--- config.mk ---
export PLATFORM = sky130hd
export DESIGN_NAME = fifo_rd_stream
export DESIGN_NICKNAME = d
export VERILOG_FILES = /design/src/rtl/fifo_rd_stream.sv
export SDC_FILE = /design/constraint.sdc
export NUM_CORES = 1
export LEC_CHECK = 0
export ABC_AREA = 1
export CELL_PAD_IN_SITES_DETAIL_PLACEMENT = 0
export CELL_PAD_IN_SITES_GLOBAL_PLACEMENT = 2
export CORE_MARGIN = 4
export CORE_UTILIZATION = 31
export CTS_CLUSTER_SIZE = 12
export DETAILED_ROUTE_END_ITERATION = 10
export PLACE_DENSITY = 0.87
export SLEW_MARGIN = 0
export SYNTH_ARGS = -nofsm -noshare
export SYNTH_HDL_FRONTEND = slang
export SYNTH_SLANG_ARGS = --single-unit
--- constraint.sdc ---
create_clock -name clk -period 7.3 [get_ports clk]
set_clock_uncertainty 0.05 [all_clocks]
set_input_delay 1.46 -clock clk [delete_from_list [all_inputs] [get_ports clk]]
set_output_delay 1.46 -clock clk [all_outputs]
set_load 0.05 [all_outputs]
--- src/rtl/fifo_rd_stream.sv ---
// fifo_rd_stream
//   Read-side controller for a synchronous FIFO. Pops words using rd/empty/dout
//   (read data returns one clock after the strobe) and re-presents them as a
//   valid/ready stream through a 2-entry skid buffer. It sustains one word per
//   clock while the consumer is ready, and it never over-reads, drops or
//   duplicates a word.
//
// Ports
//   clk         rising-edge clock
//   rst         synchronous active-high reset
//   en          1 = issue FIFO reads; 0 = stop issuing, finish in-flight work
//   fifo_empty  FIFO empty flag
//   fifo_rd     FIFO read strobe (combinational)
//   fifo_dout   FIFO read data, valid one clock after fifo_rd
//   m_valid     output word available
//   m_ready     consumer accepts; a transfer is m_valid & m_ready at posedge
//   m_data      output word, taken from the head of the skid buffer (registered)
//   busy        read in flight or skid buffer non-empty
//   word_cnt    completed output transfers, wraps modulo 2^CNT_WIDTH
module fifo_rd_stream #(
  parameter int unsigned DATA_WIDTH = 32,
  parameter int unsigned CNT_WIDTH  = 16
) (
  input  logic                  clk,
  input  logic                  rst,
  input  logic                  en,
  input  logic                  fifo_empty,
  output logic                  fifo_rd,
  input  logic [DATA_WIDTH-1:0] fifo_dout,
  output logic                  m_valid,
  input  logic                  m_ready,
  output logic [DATA_WIDTH-1:0] m_data,
  output logic                  busy,
  output logic [CNT_WIDTH-1:0]  word_cnt
);

  logic [1:0]            occ_q;   // buffer entries: 0, 1 or 2
  logic                  infl_q;  // fifo_rd was issued last cycle
  logic [DATA_WIDTH-1:0] head_q;
  logic [DATA_WIDTH-1:0] tail_q;
  logic [CNT_WIDTH-1:0]  cnt_q;

  logic       pop;
  logic [2:0] pending;

  assign pop = (occ_q != 2'd0) & m_ready;

  // Entries that will be held once this cycle's pop and the in-flight word
  // settle. Keeping it below 2 before issuing guarantees every returning word
  // has a free slot. pop implies occ_q >= 1, so this never underflows.
  assign pending = {1'b0, occ_q} + {2'b00, infl_q} - {2'b00, pop};

  // Reset also blocks reads, so no word is popped and then lost.
  assign fifo_rd = ~rst & en & ~fifo_empty & (pending < 3'd2);

  assign m_valid  = (occ_q != 2'd0);
  assign m_data   = head_q;
  assign busy     = infl_q | (occ_q != 2'd0);
  assign word_cnt = cnt_q;

  always_ff @(posedge clk) begin
    if (rst) begin
      occ_q  <= 2'd0;
      infl_q <= 1'b0;
      head_q <= '0;
      tail_q <= '0;
      cnt_q  <= '0;
    end else begin
      infl_q <= fifo_rd;
      if (pop) begin
        cnt_q <= cnt_q + 1'b1;
      end
      case ({pop, infl_q})
        // Pop and capture together: occupancy is unchanged.
        2'b11: begin
          if (occ_q == 2'd2) begin
            head_q <= tail_q;
            tail_q <= fifo_dout;
          end else begin
            head_q <= fifo_dout;
          end
        end
        2'b10: begin
          occ_q <= occ_q - 2'd1;
          if (occ_q == 2'd2) begin
            head_q <= tail_q;
          end
        end
        // Capture only. The issue rule rules out occ_q == 2 here.
        2'b01: begin
          occ_q <= occ_q + 2'd1;
          if (occ_q == 2'd0) begin
            head_q <= fifo_dout;
          end else begin
            tail_q <= fifo_dout;
          end
        end
        default: begin
        end
      endcase
    end
  end

endmodule

## Word level (Yosys, flattened, before mapping)

Index checks and enable logic that the tools add are counted.

| storage, ports and cells | value |
|---|---|
| logic and storage cells | 41 |
| output and inout bits | 51 |
| input bits | 37 |
| bits in registers | 83 |

| operators by class | value |
|---|---|
| reductions and logical operators | 7 |
| order comparisons | 1 |
| eq/ne operators | 8 |
| bitwise operators | 7 |
| add/sub/neg operators | 5 |
| multiplexer cells | 8 |

Operator list:

| cell | number |
|---|---|
| 2-to-1 mux 32 bit | 5 |
| one-hot mux 32 bit (3 select lines) | 1 |
| one-hot mux 32 bit (2 select lines) | 1 |
| adder 16 x 1 -> 16 bit (second input constant) | 1 |
| inequality test 2 bit (second input constant) | 4 |
| equality test 2 bit (second input constant) | 3 |
| AND reduction 3 bit | 2 |
| nonzero test 2 bit | 3 |
| AND 1 bit | 4 |
| one-hot mux 2 bit (2 select lines) | 1 |
| adder 2 x 1 -> 3 bit | 1 |
| less-than comparator 3 x 2 -> 1 bit (second input constant) | 1 |
| nonzero test 3 bit | 1 |
| subtractor 3 x 1 -> 3 bit | 1 |
| adder 2 x 1 -> 2 bit (second input constant) | 1 |
| equality test 2 x 1 -> 1 bit (second input constant) | 1 |
| logical NOT 2 bit | 1 |
| NOT 1 bit | 2 |
| subtractor 2 x 1 -> 2 bit (second input constant) | 1 |
| bitwise OR 1 bit | 1 |

## Longest topological paths before layout

Gate-level depths: netlist of the first run.

| depth | value |
|---|---|
| depth after elaboration | 5 |
| gate-level depth with buffers | 10 |
| depth with buffers taken out | 9 |

## Worst setup path after synthesis of the first run

No wires, ideal clock.

| path | value |
|---|---|
| path kind | input -> output |
| start point | in m_ready |
| end point | out fifo_rd |
| required time | 5.790 ns |
| arrival time | 4.460 ns |
| stages on the path | 8 |
| buffers on the path | 2 |
| slack | 1.330 ns |
| path through | nand2_1 ha_1 buf_2 clkbuf_1 nand2_1 fa_1 nand2_1 nor4_1 |

| between the ends | value |
|---|---|
| cells in the longest elaborated chain, start to end | 4 |

Ends and longest elaborated chain:

| element | line | source |
|---|---|---|
| start, declared | 31 | `input logic m_ready,` |
| AND 1 bit | 46 | `assign pop = (occ_q != 2'd0) & m_ready;` |
| subtractor 3 x 1 -> 3 bit | 51 | `assign pending = {1'b0, occ_q} + {2'b00, infl_q} - {2'b00, pop};` |
| less-than comparator 3 x 2 -> 1 bit | 54 | `assign fifo_rd = ~rst & en & ~fifo_empty & (pending < 3'd2);` |
| AND 1 bit | 54 |  |
| end, declared | 28 | `output logic fifo_rd,` |

Every way passes these cells.

## Worst setup path in the final report of the first run

Same ends and word-level chain as after synthesis.

==> flow_summary_export.csv, run 1 <==
group,metric,value,unit
global_route,initial_antenna_violation_count,0,
cells_and_area,n_fill_cell,1421,
place,placed_cells,835,
setup_path,critical_path.n_buffers_inverters,2,
drt,postRouteWirelength,12.28,mm
clock_network,cts.sinks,83,
drt,length_of_the_first_detailed_routing_pass_in_iterations,4,
floorplan,initial_core_util,0.3225,
floorplan,die-area,15950,µm²
sta,maxSlewViolCount,0,
drt,viasPerCell,4.911,
drt,route.detailed.wl_per_inst,14.43,µm
cells_and_area,num_antenna_cells,0,
sta,setup-violations-final,0,
drt,routed-via-count,4179,
power,comb_power_share,0.472,
clock_network,cts_setup_buffers,0,
power,power.internal,1.178,mW
setup_path,critical_path.most_common_cell,"nand2_1",
synthesis,synth_compound_area_frac,0.2509,
drt,drt-initial-drc-count,197,
setup_path,crit_path_cell_trace,"clkdlybuf4s50_1 > nand2_1 > ha_1 > nand2_1 > fa_1 > nand2_1 > nor4_1 > clkdlybuf4s50_1",
clock_network,tritoncts_clock_tree,"built",
synthesis,synthTopCellsByArea,"dfxtp_1, nand2_1, a21oi_1",
clock_network,clockBufferDepth,2,
setup_path,cp_data_arrival_time,4.20,ns
synthesis,synth_cells,607,
synthesis,netlist.area_leader.share,0.3830,
power,power.density_cell_area,368.0,nW/µm²
drt,antenna_violating_nets_post_route,0,
synthesis,ys_seq_elements,83,
clock_network,hold_buffers,0,
clock_network,cell_at_the_root_of_the_clock_tree,"clkbuf_16",
setup_path,max_stage_delay,0.86,ns
cells_and_area,final_cell_count_no_fill,851,
power,pwr-share-clk,0.244,
synthesis,mappedNetlistArea,4338,µm²
clock_network,insertion_delay,0.34,ns
synthesis,post_synth_mux_area_share,0,
sta,worstMarginPinSlew,1.226,ns
setup_path,crit_path_end_kind,"primary output",
clock_network,clk_pin_slew,0.06,ns
synthesis,synth_fa_ha_area_frac,0.02192,
cells_and_area,finish.net_count,714,
place,place.detailed.hpwl,7.635,mm
setup_path,critical_path_peak_fanout,8,
place,postPlaceCellArea,5274,µm²
clock_network,cts_buffers,9,
global_route,grt_first_pass_wirelength,19.96,mm
setup_path,critPathTopFamily,"buffers and inverters",
power,vdd_drop_max,0.1194,mV
synthesis,synth_top_cell_by_area,"dfxtp_1",
synthesis,main_combinational_cell_family_by_area_after_synthesis,"compound AO/OA/AOI/OAI gates",
setup_path,worstSetupStartpointType,"input port",
setup_path,worst_ep_required_time,5.79,ns
sta,min_period_over_period,0.7817,
setup_path,critical_path.slowest_cell,"clkdlybuf4s50_1",
sta,final_hold_viol_count,0,
place,dp_slack,1.585,ns
place,gp_routability_congestion,0.7552,
synthesis,synth.distinct_cells,33,
sta,slew_headroom,0.1818,
outcome,status,"completed",
global_route,globalRoute.totalOverflow,0,
power,fin_total_pwr,2.062,mW
floorplan,pin_count,88,
cells_and_area,drive_gt1_frac,0.08296,
sta,unrepaired_setup_endpoints_after_global_routing,"false",
synthesis,mappedNetlistNets,651,
power,sequentialPowerShare,0.284,
floorplan,dieWidth,126.3,µm
floorplan,floorplan.die.height,126.3,µm
clock_network,clock_tree.htree_level_count,3,
floorplan,num_rows,42,
min_path,hold_path.class,"reg -> reg",
synthesis,synth_simple_gate_area_share,0.2483,
synthesis,area_share_of_xor_xnor_cells_in_the_synthesized_design,0.006057,
cells_and_area,area.growth.synth_to_final,29.16,%
sta,fmax,175.2,MHz
power,leakage,2.098,nW
floorplan,core_region_area,13450,µm²
global_route,grtUsageTotal,0.1539,
global_route,first_global_vias,3983,
clock_network,cts-resized-gates,0,
power,power.switching,884.2,µW
power,swShare,0.4289,
sta,post-route-min-period,5.707,ns
flow_run,maxCapViolations,0,
place,io_buffer_count,87,
global_route,grt_start_max_net_pins,66,
synthesis,ys_warn_count,0,
synthesis,synth.avg_cell_area,7.146,µm²
synthesis,yosysSeqAreaShare,0.3830,
sta,finalWorstSetupSlack,1.593,ns
drt,count_of_unresolved_drc_violations_after_routing,0,
setup_path,worstSetupPathType,"in -> out",
cells_and_area,final_cell_area,5603,µm²
sta,total_negative_setup_slacks,0,ns
[registers in the layout (all words and copies together), names as in the netlist]
register	cells
tail_q	32
occ_q	2
word_cnt	16
infl_q	1
m_data	32
[final timing paths]
check                                        startpoint                 endpoint  slack, ns  cells past startpoint
worst min register to register  m_data[19]$_SDFFE_PP0P_  m_data[19]$_SDFFE_PP0P_       0.41                      2
worst min-delay path            m_data[19]$_SDFFE_PP0P_  m_data[19]$_SDFFE_PP0P_       0.41                      2
worst max register to register    occ_q[1]$_SDFFE_PP0N_  m_data[11]$_SDFFE_PP0P_       4.44                      9
worst max-delay path                            m_ready                  fifo_rd       1.59                      8
[stage by stage]
step | utilization | hold slack, ns
6_report | 0.4165 | 0.4137
5_1_grt | 0.4165 | 0.4299
4_1_cts | 0.4165 | 0.4145
3_5_place_dp | 0.3920 | 0.4052
3_3_place_gp | 0.3920 | 0.4021
2_1_floorplan | - | 0.4504
[kinds of logic (layout without fill, tap and decap cells)]
group,count (synthesis),count (layout)
AO/OA/AOI/OAI,181,181
XOR/XNOR,3,3
adder cells (fa/ha/maj),7,7
buffers and inverters,91,159
flip-flops,83,83
AND/OR/NAND/NOR,242,242
[per-layer routing]
layer  routed length [µm]  GRT usage  vias to the layer above
met5                    0          0                        -
met4                  205    0.06120                        0
met3                  522    0.03195                       12
met2                 5804     0.2601                       68
met1                 5745     0.1921                     1943
li1                     -          -                     2156
[layout make-up]
type                       count  area [µm²]  area share
clock buffer                  12       256.5     0.04578
clock inverter                 4       72.57     0.01295
inverter                      49       183.9     0.03283
multi-input combinational    433        2290      0.4087
sequential                    83        1662      0.2966
tap                          176       220.2     0.03930
timing repair buffer          94       918.4      0.1639
[tightest hold or removal path, delay by kind of cell (launching register included)]
family / cells / cell delay [ns]
flops: 1 / 0.31
compound gates: 1 / 0.05
simple gates: 1 / 0.06
[synthesized netlist by cell type]
cell,count
buf_2,8
nand3_2,1
o211ai_1,32
a31oi_1,1
clkbuf_2,3
buf_4,3
clkbuf_1,24
clkinv_1,1
nor2_2,1
nor3b_1,1
buf_1,1
o21ai_0,44
nand4_1,2
o21ai_4,1
nor4_1,2
nand2_1,163
a21oi_2,24
and2_1,1
a21oi_1,51
o21ai_1,28
inv_1,46
inv_2,2
nand2_2,2
nor2_1,27
xor2_1,3
ha_1,6
nand3b_1,32
nand3_1,7
nor3_1,2
buf_6,3
fa_1,1
nor2_4,1
dfxtp_1,83
[cell usage in the layout, fill, tap and decap left out, drive strengths merged]
cell	synthesis	layout
nand2	165	165
clkdlybuf4s50	0	86
dfxtp	83	83
a21oi	75	75
o21ai	73	73
inv	48	48
o211ai	32	32
nand3b	32	32
nor2	29	29
clkbuf	27	12
nand3	8	8
buf	15	8
ha	6	6
xor2	3	3
nor4	2	2
nand4	2	2
nor3	2	2
bufinv	0	2
clkinv	1	2
and2	1	1
a31oi	1	1
nor3b	1	1
fa	1	1
clkinvlp	0	1
[power by group through the flow]
stage	Clock (mW)	Sequential, mW	Combinational, mW
global route	0.536	0.595	1.07
finish	0.503	0.585	0.973
CTS	0.519	0.585	0.991
global placement	0	0.592	0.978
detailed placement	0	0.593	0.989
floorplan	0	0.784	0.516
No activity file was read; power rests on OpenSTA's default activity.
==> run 2, diff against run 1 <==
- CORE_UTILIZATION: 31 -> 26
- PLACE_DENSITY: 0.87 -> 0.78
- clock period: 7.3 -> 4.65 ns (I/O delays scaled with it)
==> flow_summary_export.csv, run 2 (synthesis results as in run 1) <==
group,metric,value,unit
global_route,first_global_vias,4058,
flow_run,maxCapViolations,0,
clock_network,clock_tree.htree_level_count,3,
sta,min_period_over_period,0.8880,
clock_network,cts_setup_buffers,0,
sta,slew_headroom,0.5717,
cells_and_area,layout.cells.most_common_list,"nand2_1, clkdlybuf4s50_1, dfxtp_1, a21oi_1, inv_1",
place,place.detailed.hpwl,8.209,mm
floorplan,die-area,18810,µm²
power,power.density_cell_area,554.4,nW/µm²
cells_and_area,num_antenna_cells,0,
drt,postRouteWirelength,12.94,mm
sta,setup-violations-final,0,
global_route,grtUsageTotal,0.1414,
setup_path,r2r-start,"occ_q[1]$_SDFFE_PP0N_",
floorplan,dieWidth,137.2,µm
drt,count_of_unresolved_drc_violations_after_routing,0,
cells_and_area,drive_gt1_frac,0.08618,
clock_network,tritoncts_clock_tree,"built",
global_route,globalRoute.totalOverflow,0,
drt,routed-via-count,4220,
cells_and_area,final_cell_area,5609,µm²
place,postPlaceCellArea,5365,µm²
place,dp_slack,0.5014,ns
setup_path,worstSetupPathType,"in -> out",
floorplan,num_rows,46,
clock_network,clockBufferDepth,2,
clock_network,cts.sinks,83,
setup_path,crit_end,"fifo_rd",
cells_and_area,finish.net_count,717,
clock_network,cts_buffers,9,
place,gp_routability_congestion,0.7144,
sta,post-route-min-period,4.129,ns
setup_path,r2r_cells,9,
sta,fmax,242.2,MHz
setup_path,startpoint,"m_ready",
cells_and_area,n_fill_cell,1731,
floorplan,core_region_area,16120,µm²
clock_network,clk_pin_slew,0.06,ns
drt,antenna_violating_nets_post_route,0,
setup_path,worst_ep_required_time,3.67,ns
sta,maxSlewViolCount,0,
global_route,grt_first_pass_wirelength,20.91,mm
place,placed_cells,878,
setup_path,timing.rr.end,"m_data[16]$_SDFFE_PP0P_",
setup_path,critical_path_peak_fanout,8,
global_route,grt_start_max_net_pins,65,
cells_and_area,area.growth.synth_to_final,29.30,%
power,leakage,2.079,nW
floorplan,pin_count,88,
cells_and_area,mostFrequentLayoutCell,"nand2_1",
sta,unrepaired_setup_endpoints_after_global_routing,"false",
drt,length_of_the_first_detailed_routing_pass_in_iterations,4,
setup_path,crit_path_end_kind,"primary output",
sta,total_negative_setup_slacks,0,ns
global_route,initial_antenna_violation_count,0,
drt,viasPerCell,4.747,
setup_path,worst-r2r-setup-slack,1.99,ns
floorplan,floorplan.die.height,137.2,µm
sta,final_hold_viol_count,0,
drt,route.detailed.wl_per_inst,14.56,µm
clock_network,insertion_delay,0.34,ns
setup_path,worstSetupStartpointType,"input port",
min_path,hold_path.class,"reg -> reg",
place,io_buffer_count,87,
sta,finalWorstSetupSlack,0.5206,ns
clock_network,hold_buffers,0,
drt,drt-initial-drc-count,216,
clock_network,cell_at_the_root_of_the_clock_tree,"clkbuf_16",
sta,worstMarginPinSlew,0.6417,ns
clock_network,cts-resized-gates,0,
power,vdd_drop_max,0.3008,mV
setup_path,cp_data_arrival_time,3.15,ns
cells_and_area,final_cell_count_no_fill,889,
outcome,status,"completed",
floorplan,initial_core_util,0.2692,
==> run 2: final cells by class <==
cell class                 count  area, µm²  share of cell area
inverter                      49      183.9             0.03279
tap                          216      270.3             0.04818
timing repair buffer          97      950.9              0.1695
clock buffer                  10      239.0             0.04261
multi-input combinational    433       2298              0.4098
sequential                    83       1662              0.2962
clock inverter                 1      5.005           0.0008923
==> run 2: metal layers <==
layer	routed length (µm)	track usage
met5	0	0
met1	6146	0.1842
met3	436	0.02463
met4	223	0.05820
met2	6137	0.2308
==> run 2: report_power, final <==
group | switching, mW | internal, mW | total (mW)
logic | 1.03 | 0.521 | 1.55
clock network | 0.277 | 0.360 | 0.638
registers | 0.0815 | 0.838 | 0.919
total | 1.39 | 1.72 | 3.11
==> run 2: worst min path at each step <==
stage,startpoint,endpoint,depth (start not counted)
6_report,m_data[14]$_SDFFE_PP0P_,m_data[14]$_SDFFE_PP0P_,2
2_1_floorplan,occ_q[0]$_SDFFE_PP0N_,occ_q[0]$_SDFFE_PP0N_,2
5_1_grt,m_data[21]$_SDFFE_PP0P_,m_data[21]$_SDFFE_PP0P_,2
3_5_place_dp,m_data[14]$_SDFFE_PP0P_,m_data[14]$_SDFFE_PP0P_,2
4_1_cts,m_data[14]$_SDFFE_PP0P_,m_data[14]$_SDFFE_PP0P_,2
3_3_place_gp,m_data[15]$_SDFFE_PP0P_,m_data[15]$_SDFFE_PP0P_,2
==> run 2: critical path: stages <==
cell,delay (ns)
clkdlybuf4s50_1,0.50
nand2_1,0.17
ha_1,0.35
nand2_1,0.08
fa_1,0.48
nand2_1,0.07
nor4_2,0.37
buf_12,0.19
==> run 2: metrics by stage <==
stage | util | hold slack [ns] | total power [mW]
floorplan | - | 0.4504 | 2.044
finish | 0.3481 | 0.4126 | 3.110
global placement | 0.3329 | 0.4031 | 2.490
detailed placement | 0.3329 | 0.4069 | 2.512
CTS | 0.3481 | 0.4161 | 3.166
global route | 0.3481 | 0.4338 | 3.333
==> RTL edit: new RTL, settings of run 1 <==
Register the output `word_cnt` once more, cleared by the reset; this adds one clock of latency there. The other outputs are not delayed to match.
--- a/src/rtl/fifo_rd_stream.sv
+++ b/src/rtl/fifo_rd_stream.sv
@@ -56,7 +56,13 @@
   assign m_valid  = (occ_q != 2'd0);
   assign m_data   = head_q;
   assign busy     = infl_q | (occ_q != 2'd0);
-  assign word_cnt = cnt_q;
+  always_ff @(posedge clk) begin
+    if (rst) begin
+      word_cnt <= '0;
+    end else begin
+      word_cnt <= cnt_q;
+    end
+  end
 
   always_ff @(posedge clk) begin
     if (rst) begin
Formal check against the unedited RTL: not equivalent (a bounded check fails within 4 cycles, from zero or initial values and one cycle with rst high).
==> RTL edit against run 1 <==
- worst hold slack lost 3.4 ps
- utilization shrank 0.41 points
- setup slack lost 120 ps
- cell area grew 3.8%
- register-to-register slack lost 700 ps
- sequential cell count grew 16
- non-clock buffer count shrank 1
- area after synthesis grew 4.8%
- routed wire length grew 8.1%
- combinational power shrank 6.8%
- total power shrank 0.58%
- die area grew 4.5%
- first-iteration DRC count grew 39%
- critical path type unchanged
- largest cell class unchanged
==> RTL edit: results (changes against run 1) <==
* First-pass GRT wire length at 21.58 mm (+8.1%)
* Status: finished clean
* Gr usage total at 0.1637 (+0.009801)
* CLK BUF at 11 (-1)
* CP max FO at 7 (-1)
* P_int at 0.001171 W (-0.55%)
* Adder-cell area share of the yosys netlist at 0.02092 (-0.001002)
* Seq/total area at 0.3409 (+0.04438)
* Synth Area in Compound Gates at 0.1880 (-0.06294)
* Buffers, non-clock at 93 (-1.1%)
* Vias in the first global route at 4,346 (+9.1%)
* Comb pwr share at 0.442 (-0.030)
* DR iter-0 viols at 273 (+39%)
* Total Routed Length at 13.28 mm (+8.1%)
* Cell Area, Placed at 5518 um^2 (+4.6%)
* Avg Vias per Cell at 4.987 (+1.5%)
* Detailed Place HPWL at 8.336 mm (+9.2%)
* Gpl congestion at 0.7770 (+2.9%)
* List of most frequent post-synthesis cells: 166 x nand2_1, 99 x dfxtp_1, 78 x a21oi_1, 68 x nand3_1, 65 x inv_1
* Pre-CTS setup slack at 1473 ps (-112.6 ps)
* Worst VDD drop at 0.1654 mV (+39%)
* Non-clk buf share at 0.1567 (-0.007219)
* Core area at 14,100 um^2 (+4.8%)
* Routed vias at 4,483 (+7.3%)
* Clock buf/inv share at 0.05080 (-0.007935)
* Placed Cells at 883 (+5.7%)
* Largest net degree at the start of global routing at 53 (-20%)
* Share of cells above drive strength 1 at 0.03894 (-0.04402)
* Synth area leaders: dfxtp_1 44%, nand2_1 14%, a21oi_1 8.6%
* First-pass DRT Iterations at 5 (+1)
* Area growth syn-to-layout at 27.88%
* PD cells at 352.6 nW/um^2 (-4.2%)
* Gate Count Post-Synth at 653 (+7.6%)
* CP max stage delay at 890 ps (+30 ps)
* Non-clk invs at 67 (+37%)
* Slew margin rel. at 0.1873 (+0.005449)
* FILL cells at 1,443 (+1.5%)
RTL edit: cell types whose count changed after synthesis, moves of 4 or more:
cell	delta
nor2_1	+4
a21oi_1	+27
clkbuf_1	+7
inv_1	+19
buf_2	+4
dfxtp_1	+16
a21oi_2	-24
nand3b_1	-32
nand3_1	+61
o21ai_0	-30
nor3_1	+5
RTL edit: layer usage:
metal	GRT usage	part of all wire	vias up
li1	-	-	2273
met1	0.2041	0.44	2081
met2	0.2762	0.48	114
met3	0.04905	0.058	15
met4	0.04385	0.013	0
met5	0	0	-
RTL edit: final timing paths:
check | from | end | slack [ps] | depth (start not counted)
setup / recovery | m_ready | fifo_rd | 1470 | 8
hold / removal | cnt_q[6]$_SDFFE_PP0P_ | word_cnt[6]$_SDFF_PP0_ | 410 | 2
setup reg to reg | occ_q[1]$_SDFFE_PP0N_ | occ_q[1]$_SDFFE_PP0N_ | 3740 | 10
hold reg to reg | cnt_q[6]$_SDFFE_PP0P_ | word_cnt[6]$_SDFF_PP0_ | 410 | 2
